==> src/rtl/hilo_md_unit_pkg.sv <==
// rtl/hilo_md_unit_pkg.sv - shared encodings for the HI/LO multiply/divide unit
//
// Holds the decoder's mulOrdiv encoding and the divider FSM state encoding
// used by hilo_md_unit and its iterative divider.

package hilo_md_unit_pkg;

  // mulOrdiv_i encoding from the main decoder
  localparam logic MUL_OR_DIV_MUL = 1'b1;
  localparam logic MUL_OR_DIV_DIV = 1'b0;

  // Divider sequencing states
  typedef enum logic [1:0] {
    ST_IDLE = 2'd0,
    ST_BUSY = 2'd1,
    ST_DONE = 2'd2
  } div_state_e;

endpackage

==> src/rtl/hilo_md_unit_div_iter.sv <==
// rtl/hilo_md_unit_div_iter.sv - restoring shift-subtract divider on unsigned magnitudes
//
// Ports:
//   clk, rst    : clock, synchronous active-high reset
//   start_i     : load dividend/divisor magnitudes, clear counter and remainder
//   abort_i     : drop any operation in progress (clears datapath)
//   run_i       : perform one restoring step this cycle
//   dividend_i  : unsigned dividend magnitude
//   divisor_i   : unsigned divisor magnitude (never zero when started)
//   last_o      : the step performed at the coming edge is the final one
//   quot_o      : unsigned quotient (valid once all steps are done)
//   rem_o       : unsigned remainder (valid once all steps are done)

module hilo_md_unit_div_iter #(
  parameter int WIDTH = 32
) (
  input  logic             clk,
  input  logic             rst,
  input  logic             start_i,
  input  logic             abort_i,
  input  logic             run_i,
  input  logic [WIDTH-1:0] dividend_i,
  input  logic [WIDTH-1:0] divisor_i,
  output logic             last_o,
  output logic [WIDTH-1:0] quot_o,
  output logic [WIDTH-1:0] rem_o
);

  localparam int CW = (WIDTH > 1) ? $clog2(WIDTH) : 1;

  logic [CW-1:0]    cnt_q;
  logic [WIDTH-1:0] quo_q;   // dividend shifts out the top, quotient bits shift in the bottom
  logic [WIDTH-1:0] rem_q;
  logic [WIDTH-1:0] dvs_q;
  logic [WIDTH:0]   trial;
  logic [WIDTH:0]   diff;

  // rem_q < divisor always holds, so a clear top bit of diff means the
  // trial remainder was large enough to subtract.
  always_comb begin
    trial = {rem_q, quo_q[WIDTH-1]};
    diff  = trial - {1'b0, dvs_q};
  end

  always_ff @(posedge clk) begin
    if (rst || abort_i) begin
      cnt_q <= '0;
      quo_q <= '0;
      rem_q <= '0;
      dvs_q <= '0;
    end else if (start_i) begin
      cnt_q <= '0;
      quo_q <= dividend_i;
      rem_q <= '0;
      dvs_q <= divisor_i;
    end else if (run_i) begin
      if (!diff[WIDTH]) begin
        rem_q <= diff[WIDTH-1:0];
        quo_q <= {quo_q[WIDTH-2:0], 1'b1};
      end else begin
        rem_q <= trial[WIDTH-1:0];
        quo_q <= {quo_q[WIDTH-2:0], 1'b0};
      end
      cnt_q <= cnt_q + 1'b1;
    end
  end

  assign last_o = (cnt_q == CW'(WIDTH - 1));
  assign quot_o = quo_q;
  assign rem_o  = rem_q;

endmodule

==> src/rtl/hilo_md_unit.sv <==
// rtl/hilo_md_unit.sv - execute-stage HI/LO registers with MTHI/MTLO, MULT(U), DIV(U)
//
// Ports:
//   clk, rst         : clock, synchronous active-high reset
//   valid_i          : EX holds a live instruction
//   flush_i          : cancel any pending HI/LO effect, return divider to idle
//   hilowrite_i      : decoder says instruction writes HI/LO
//   regToHilo_hi_i   : MTHI
//   regToHilo_lo_i   : MTLO
//   mdToHilo_i       : MULT/MULTU/DIV/DIVU
//   mulOrdiv_i       : 1 = multiply, 0 = divide
//   mdIsSign_i       : signed operation
//   rs_i, rt_i       : operands
//   stall_o          : combinational pipeline hold while a division is pending
//   hi_o, lo_o       : architectural HI/LO
//   busy_o           : divider sequencer not idle

module hilo_md_unit
  import hilo_md_unit_pkg::*;
#(
  parameter int               WIDTH    = 32,
  parameter logic [WIDTH-1:0] HILO_RST = '0
) (
  input  logic             clk,
  input  logic             rst,
  input  logic             valid_i,
  input  logic             flush_i,
  input  logic             hilowrite_i,
  input  logic             regToHilo_hi_i,
  input  logic             regToHilo_lo_i,
  input  logic             mdToHilo_i,
  input  logic             mulOrdiv_i,
  input  logic             mdIsSign_i,
  input  logic [WIDTH-1:0] rs_i,
  input  logic [WIDTH-1:0] rt_i,
  output logic             stall_o,
  output logic [WIDTH-1:0] hi_o,
  output logic [WIDTH-1:0] lo_o,
  output logic             busy_o
);

  div_state_e state_q, state_d;

  logic             act;
  logic             mul_req;
  logic             div_req;
  logic             rt_zero;
  logic             div_start;
  logic             div_run;
  logic             div_wb;
  logic             div_last;

  logic [WIDTH-1:0] rs_mag;
  logic [WIDTH-1:0] rt_mag;
  logic [WIDTH-1:0] quot;
  logic [WIDTH-1:0] rem;
  logic [WIDTH-1:0] quot_fix;
  logic [WIDTH-1:0] rem_fix;

  logic             sign_q_q;
  logic             sign_r_q;
  logic             dz_q;
  logic [WIDTH-1:0] dz_rs_q;

  logic [2*WIDTH-1:0] mul_a;
  logic [2*WIDTH-1:0] mul_b;
  logic [2*WIDTH-1:0] product;

  logic [WIDTH-1:0] hi_q;
  logic [WIDTH-1:0] lo_q;

  assign act     = valid_i & hilowrite_i & ~flush_i;
  assign mul_req = act & mdToHilo_i & (mulOrdiv_i == MUL_OR_DIV_MUL);
  assign div_req = act & mdToHilo_i & (mulOrdiv_i == MUL_OR_DIV_DIV);
  assign rt_zero = (rt_i == '0);

  // Extending both operands to 2*WIDTH and keeping the low half of the
  // product gives the signed or unsigned result from one multiplier.
  always_comb begin
    mul_a   = mdIsSign_i ? {{WIDTH{rs_i[WIDTH-1]}}, rs_i} : {{WIDTH{1'b0}}, rs_i};
    mul_b   = mdIsSign_i ? {{WIDTH{rt_i[WIDTH-1]}}, rt_i} : {{WIDTH{1'b0}}, rt_i};
    product = mul_a * mul_b;
  end

  // The most negative value maps to itself; the unsigned path still
  // treats it as 2^(WIDTH-1), which yields the natural wrap on overflow.
  always_comb begin
    rs_mag = (mdIsSign_i && rs_i[WIDTH-1]) ? (~rs_i + 1'b1) : rs_i;
    rt_mag = (mdIsSign_i && rt_i[WIDTH-1]) ? (~rt_i + 1'b1) : rt_i;
  end

  always_ff @(posedge clk) begin
    if (rst) begin
      state_q <= ST_IDLE;
    end else begin
      state_q <= state_d;
    end
  end

  always_comb begin
    state_d   = state_q;
    stall_o   = 1'b0;
    div_start = 1'b0;
    div_run   = 1'b0;
    div_wb    = 1'b0;
    case (state_q)
      ST_IDLE: begin
        if (div_req) begin
          stall_o = 1'b1;
          if (rt_zero) begin
            state_d = ST_DONE;
          end else begin
            div_start = 1'b1;
            state_d   = ST_BUSY;
          end
        end
      end
      ST_BUSY: begin
        stall_o = 1'b1;
        div_run = 1'b1;
        if (div_last) begin
          state_d = ST_DONE;
        end
      end
      ST_DONE: begin
        div_wb  = 1'b1;
        state_d = ST_IDLE;
      end
      default: begin
        state_d = ST_IDLE;
      end
    endcase
    // A flush wins over everything the sequencer would otherwise do.
    if (flush_i) begin
      state_d   = ST_IDLE;
      stall_o   = 1'b0;
      div_start = 1'b0;
      div_run   = 1'b0;
      div_wb    = 1'b0;
    end
  end

  hilo_md_unit_div_iter #(
    .WIDTH (WIDTH)
  ) u_div_iter (
    .clk        (clk),
    .rst        (rst),
    .start_i    (div_start),
    .abort_i    (flush_i),
    .run_i      (div_run),
    .dividend_i (rs_mag),
    .divisor_i  (rt_mag),
    .last_o     (div_last),
    .quot_o     (quot),
    .rem_o      (rem)
  );

  // Operand-dependent facts needed at writeback, captured at the request.
  always_ff @(posedge clk) begin
    if (rst) begin
      sign_q_q <= 1'b0;
      sign_r_q <= 1'b0;
      dz_q     <= 1'b0;
      dz_rs_q  <= '0;
    end else if ((state_q == ST_IDLE) && div_req) begin
      sign_q_q <= mdIsSign_i & (rs_i[WIDTH-1] ^ rt_i[WIDTH-1]);
      sign_r_q <= mdIsSign_i & rs_i[WIDTH-1];
      dz_q     <= rt_zero;
      dz_rs_q  <= rs_i;
    end
  end

  always_comb begin
    quot_fix = sign_q_q ? (~quot + 1'b1) : quot;
    rem_fix  = sign_r_q ? (~rem + 1'b1) : rem;
  end

  always_ff @(posedge clk) begin
    if (rst) begin
      hi_q <= HILO_RST;
      lo_q <= HILO_RST;
    end else if (div_wb) begin
      if (dz_q) begin
        lo_q <= '1;
        hi_q <= dz_rs_q;
      end else begin
        lo_q <= quot_fix;
        hi_q <= rem_fix;
      end
    end else if (state_q == ST_IDLE) begin
      if (act && regToHilo_hi_i) begin
        hi_q <= rs_i;
      end
      if (act && regToHilo_lo_i) begin
        lo_q <= rs_i;
      end
      if (mul_req) begin
        hi_q <= product[2*WIDTH-1:WIDTH];
        lo_q <= product[WIDTH-1:0];
      end
    end
  end

  assign hi_o   = hi_q;
  assign lo_o   = lo_q;
  assign busy_o = (state_q != ST_IDLE);

endmodule

==> config.mk <==
export PLATFORM = sky130hd
export DESIGN_NAME = hilo_md_unit
export DESIGN_NICKNAME = d
export VERILOG_FILES = /design/src/rtl/hilo_md_unit_pkg.sv /design/src/rtl/hilo_md_unit_div_iter.sv /design/src/rtl/hilo_md_unit.sv
export SDC_FILE = /design/constraint.sdc
export NUM_CORES = 2
export LEC_CHECK = 0
export BUFFER_PORTS_ARGS = -buffer_cell sky130_fd_sc_hd__buf_4
export CAP_MARGIN = 0
export CORE_MARGIN = 3
export CORE_UTILIZATION = 70
export CTS_BUF_LIST = sky130_fd_sc_hd__clkbuf_2 sky130_fd_sc_hd__clkbuf_4 sky130_fd_sc_hd__clkbuf_8
export DETAILED_ROUTE_END_ITERATION = 6
export MAX_ROUTING_LAYER = met4
export PLACE_DENSITY = 0.87
export SKIP_LAST_GASP = 1
export SLEW_MARGIN = 20
export SYNTH_ARGS = -nofsm -noshare
export SYNTH_HDL_FRONTEND = slang
export SYNTH_HIERARCHICAL = 1
export SYNTH_SLANG_ARGS = --single-unit
==> constraint.sdc <==
create_clock -name clk -period 21.6 [get_ports clk]
set_clock_uncertainty 0.2 [all_clocks]
set_input_delay 6.48 -clock clk [delete_from_list [all_inputs] [get_ports clk]]
set_output_delay 6.48 -clock clk [all_outputs]
set_load 0.01 [all_outputs]
==> flow_metrics.env <==
export IMPL_yosysMostFrequentCell="inv_1"
export IMPL_place_ws_ns=4.32
export IMPL_clock_sinks=202
export IMPL_cp_num_cells=29
export IMPL_fin_tns_setup_ns=0
export IMPL_htreeDepth=2
export IMPL_critPathCaptureType="flop"
export IMPL_cp_slowest_cell="fa_1"
export IMPL_dieArea_mm2=0.0916
export IMPL_wl_met2_um=87000
export IMPL_hold_viol=0
export IMPL_ys_seq_area_frac=0.0656
export IMPL_fp_row_count=108
export IMPL_syn_to_final_growth_pct=3.21
export IMPL_top_layer="met4"
export IMPL_yosysTopAreaCell="fa_1"
export IMPL_synth_top_cell_area_share=0.461
export IMPL_synth_cells=6959
export IMPL_rrSetupSlack_ns=17.78
export IMPL_r2r_end="u_div_iter/rem_o[7]"
export IMPL_final_nets=8601
export IMPL_fin_ws_ns=4.81
export IMPL_startpoint_type="input port"
export IMPL_nFillCells=6439
export IMPL_netlist_area_mm2=0.0616
export IMPL_coreArea_mm2=0.0870
export IMPL_max_cap_violations=0
export IMPL_cts_root_buf="clkbuf_8"
export IMPL_crit_arrival_ns=17.04
export IMPL_clkTransAtPathRegs_ns=0.06
export IMPL_drt_iter0_drc=4748
export IMPL_met3_length_um=24000
export IMPL_clock_fmax_ghz=0.0596
export IMPL_ys_warn_count=6
export IMPL_grt_antenna_before_repair=10
export IMPL_multiInputGateArea_mm2=0.0501
export IMPL_routed_wl_um=192000
export IMPL_drc=1
export IMPL_crit_start="mdIsSign_i"
export IMPL_synthArstFlopShare=0
export IMPL_cts_tree="done"
export IMPL_grt_pass1_wl_um=299000
export IMPL_crit_buf_inv=7
export IMPL_cp_slowest_stage_delay_ns=0.93
export IMPL_cts_max_path_buffers=3
export IMPL_drt_met1_wl_um=70800
export IMPL_path_max_fanout=24
export IMPL_grt_max_degree=89
export IMPL_fin_crit_ns=16.79
export IMPL_start_util=0.708
export IMPL_cts_made_buffers=34
export IMPL_grt_usage=0.447
export IMPL_syn_mean_instance_area_um2=8.85
export IMPL_die_w_um=303
export IMPL_regArea_mm2=0.00405
export IMPL_crit_path_end="hi_o[30]"
export IMPL_rsz0062_at_grt="false"
export IMPL_synth_edf_count=0
export IMPL_synth_cell_types=82
export IMPL_dp_hpwl_um=150000
export IMPL_crit_family="adder cells"
export IMPL_crit_type="in2reg"
export IMPL_drtPass1Iterations=7
export IMPL_ant_nets=0
export IMPL_setup_viol=0
export IMPL_synthFlopType="dfxtp_1"
export IMPL_vias=48698
export IMPL_cp_common_cell="fa_1"
export IMPL_cts_resized=0
export IMPL_critPathRequiredTime_ns=21.84
export IMPL_postCtsHoldBufs=0
export IMPL_io_buffers=139
export IMPL_hp_class="reg2reg"
export IMPL_synth_commonest_cells="inv_1 (1,582), fa_1 (1,420), nand2_1 (767)"
export IMPL_synth_seq_cells=202
export IMPL_place_gp_congestion=1.04
export IMPL_utilization=0.731
export IMPL_ff2ff_path_depth=13
export IMPL_violations="DRC"
export IMPL_rr_startpoint="u_div_iter/quot_o[31]"
export IMPL_clk_latency_ns=0.57
export IMPL_synth_area_top_cells="fa_1 (46%), inv_1 (9.6%), ha_1 (7.0%)"
export IMPL_drive_above_1_share=0.0412
export IMPL_timing_final_crit_share=0.777
export IMPL_post_cts_buffers=0
export IMPL_ioPinCount=140
export IMPL_max_slew_worst_pin_slew_ns=1.12
export IMPL_relSlewSlack=0.251
export IMPL_grt_remaining_overflow=0
export IMPL_status="complete, but fails checks"
export IMPL_synth_nets=8800
export IMPL_slew_violations=0
export IMPL_die_height_um=303
export IMPL_wl_per_cell_um=24.2
export IMPL_grt_pass1_vias=52298
export IMPL_viasPerCell=6.13
[metal layers]
metal | vias to the layer above | global-route usage
met5 | - | -
met4 | 0 | 0.196
met3 | 684 | 0.116
met2 | 3087 | 0.679
met1 | 24436 | 0.572
li1 | 20491 | -
[logic make-up (layout without fill, tap and decap cells)]
group / after synthesis / count (layout) / synth area share
XOR/XNOR: 260 / 260 / 0.0372
flip-flops: 202 / 202 / 0.0656
AO/OA/AOI/OAI: 774 / 774 / 0.0790
adder cells (fa/ha/maj): 1770 / 1770 / 0.532
buffers and inverters: 1996 / 1817 / 0.122
other: 0 / 11 / 0
AND/OR/NAND/NOR: 1856 / 1856 / 0.147
multiplexers: 101 / 101 / 0.0164
[registers in the layout (all words and copies together) (netlist names)]
register,cells
lo_o,32
sign_q_q,1
u_div_iter/cnt_q,5
u_div_iter/rem_o,32
sign_r_q,1
u_div_iter/quot_o,32
state_q,2
hi_o,32
dz_q,1
dz_rs_q,32
u_div_iter/dvs_q,32
[layout make-up]
class | count | share of cell area
Antenna cell | 11 | 0.000433
Clock buffer | 45 | 0.00925
Clock inverter | 11 | 0.00183
Inverter | 1582 | 0.0934
Multi-Input combinational cell | 4761 | 0.788
Sequential cell | 202 | 0.0636
Tap cell | 1155 | 0.0227
Timing Repair Buffer | 179 | 0.0211
[tightest hold or removal path: cells and delay by family (launching register included)]
kind | cells | cell delay, ns
flops | 1 | 0.31
simple gates | 1 | 0.05
compound gates | 1 | 0.05
[worst min-delay path by stage]
stage / depth (start not counted) / end / from / slack [ns]
after floorplan: 2 / dz_rs_q[26] / dz_rs_q[26] / 0.23
after global placement: 2 / dz_rs_q[26] / dz_rs_q[26] / 0.24
after detailed placement: 2 / dz_rs_q[1] / dz_rs_q[1] / 0.25
after CTS: 2 / lo_o[18] / lo_o[18] / 0.26
after global routing: 2 / dz_rs_q[24] / dz_rs_q[24] / 0.27
final: 2 / lo_o[18] / lo_o[18] / 0.25
[layout by cell type (no fill, tap or decap), types with 19 or more instances in the layout]
master and n:
nor3_1 36, o211ai_1 38, and2_1 575, ha_1 347
o41ai_1 19, nand2_1 766, nor2_1 247, or3_1 27
a21o_1 42, nand4_1 27, inv_1 1582, o21ai_0 138
xor2_1 82, clkbuf_8 40, a211oi_1 30, and3_1 31
fa_1 1420, o31ai_1 40, nand3_1 37, a21oi_1 295
dfxtp_1 201, a31oi_1 23, mux2i_1 100, buf_4 179
xnor2_1 176
[per-stage QoR]
step	hold WS, ns	cell area [um^2]	cells
after floorplan	0.233	61600	6959
after global placement	0.238	62800	7879
after detailed placement	0.247	62800	7879
after CTS	0.256	63600	7935
after global routing	0.270	63600	7941
final	0.253	63600	7946
Power is left out: the tool's default activity adds up to more than one toggle a clock period on the data nets, which glitch-free logic cannot reach.
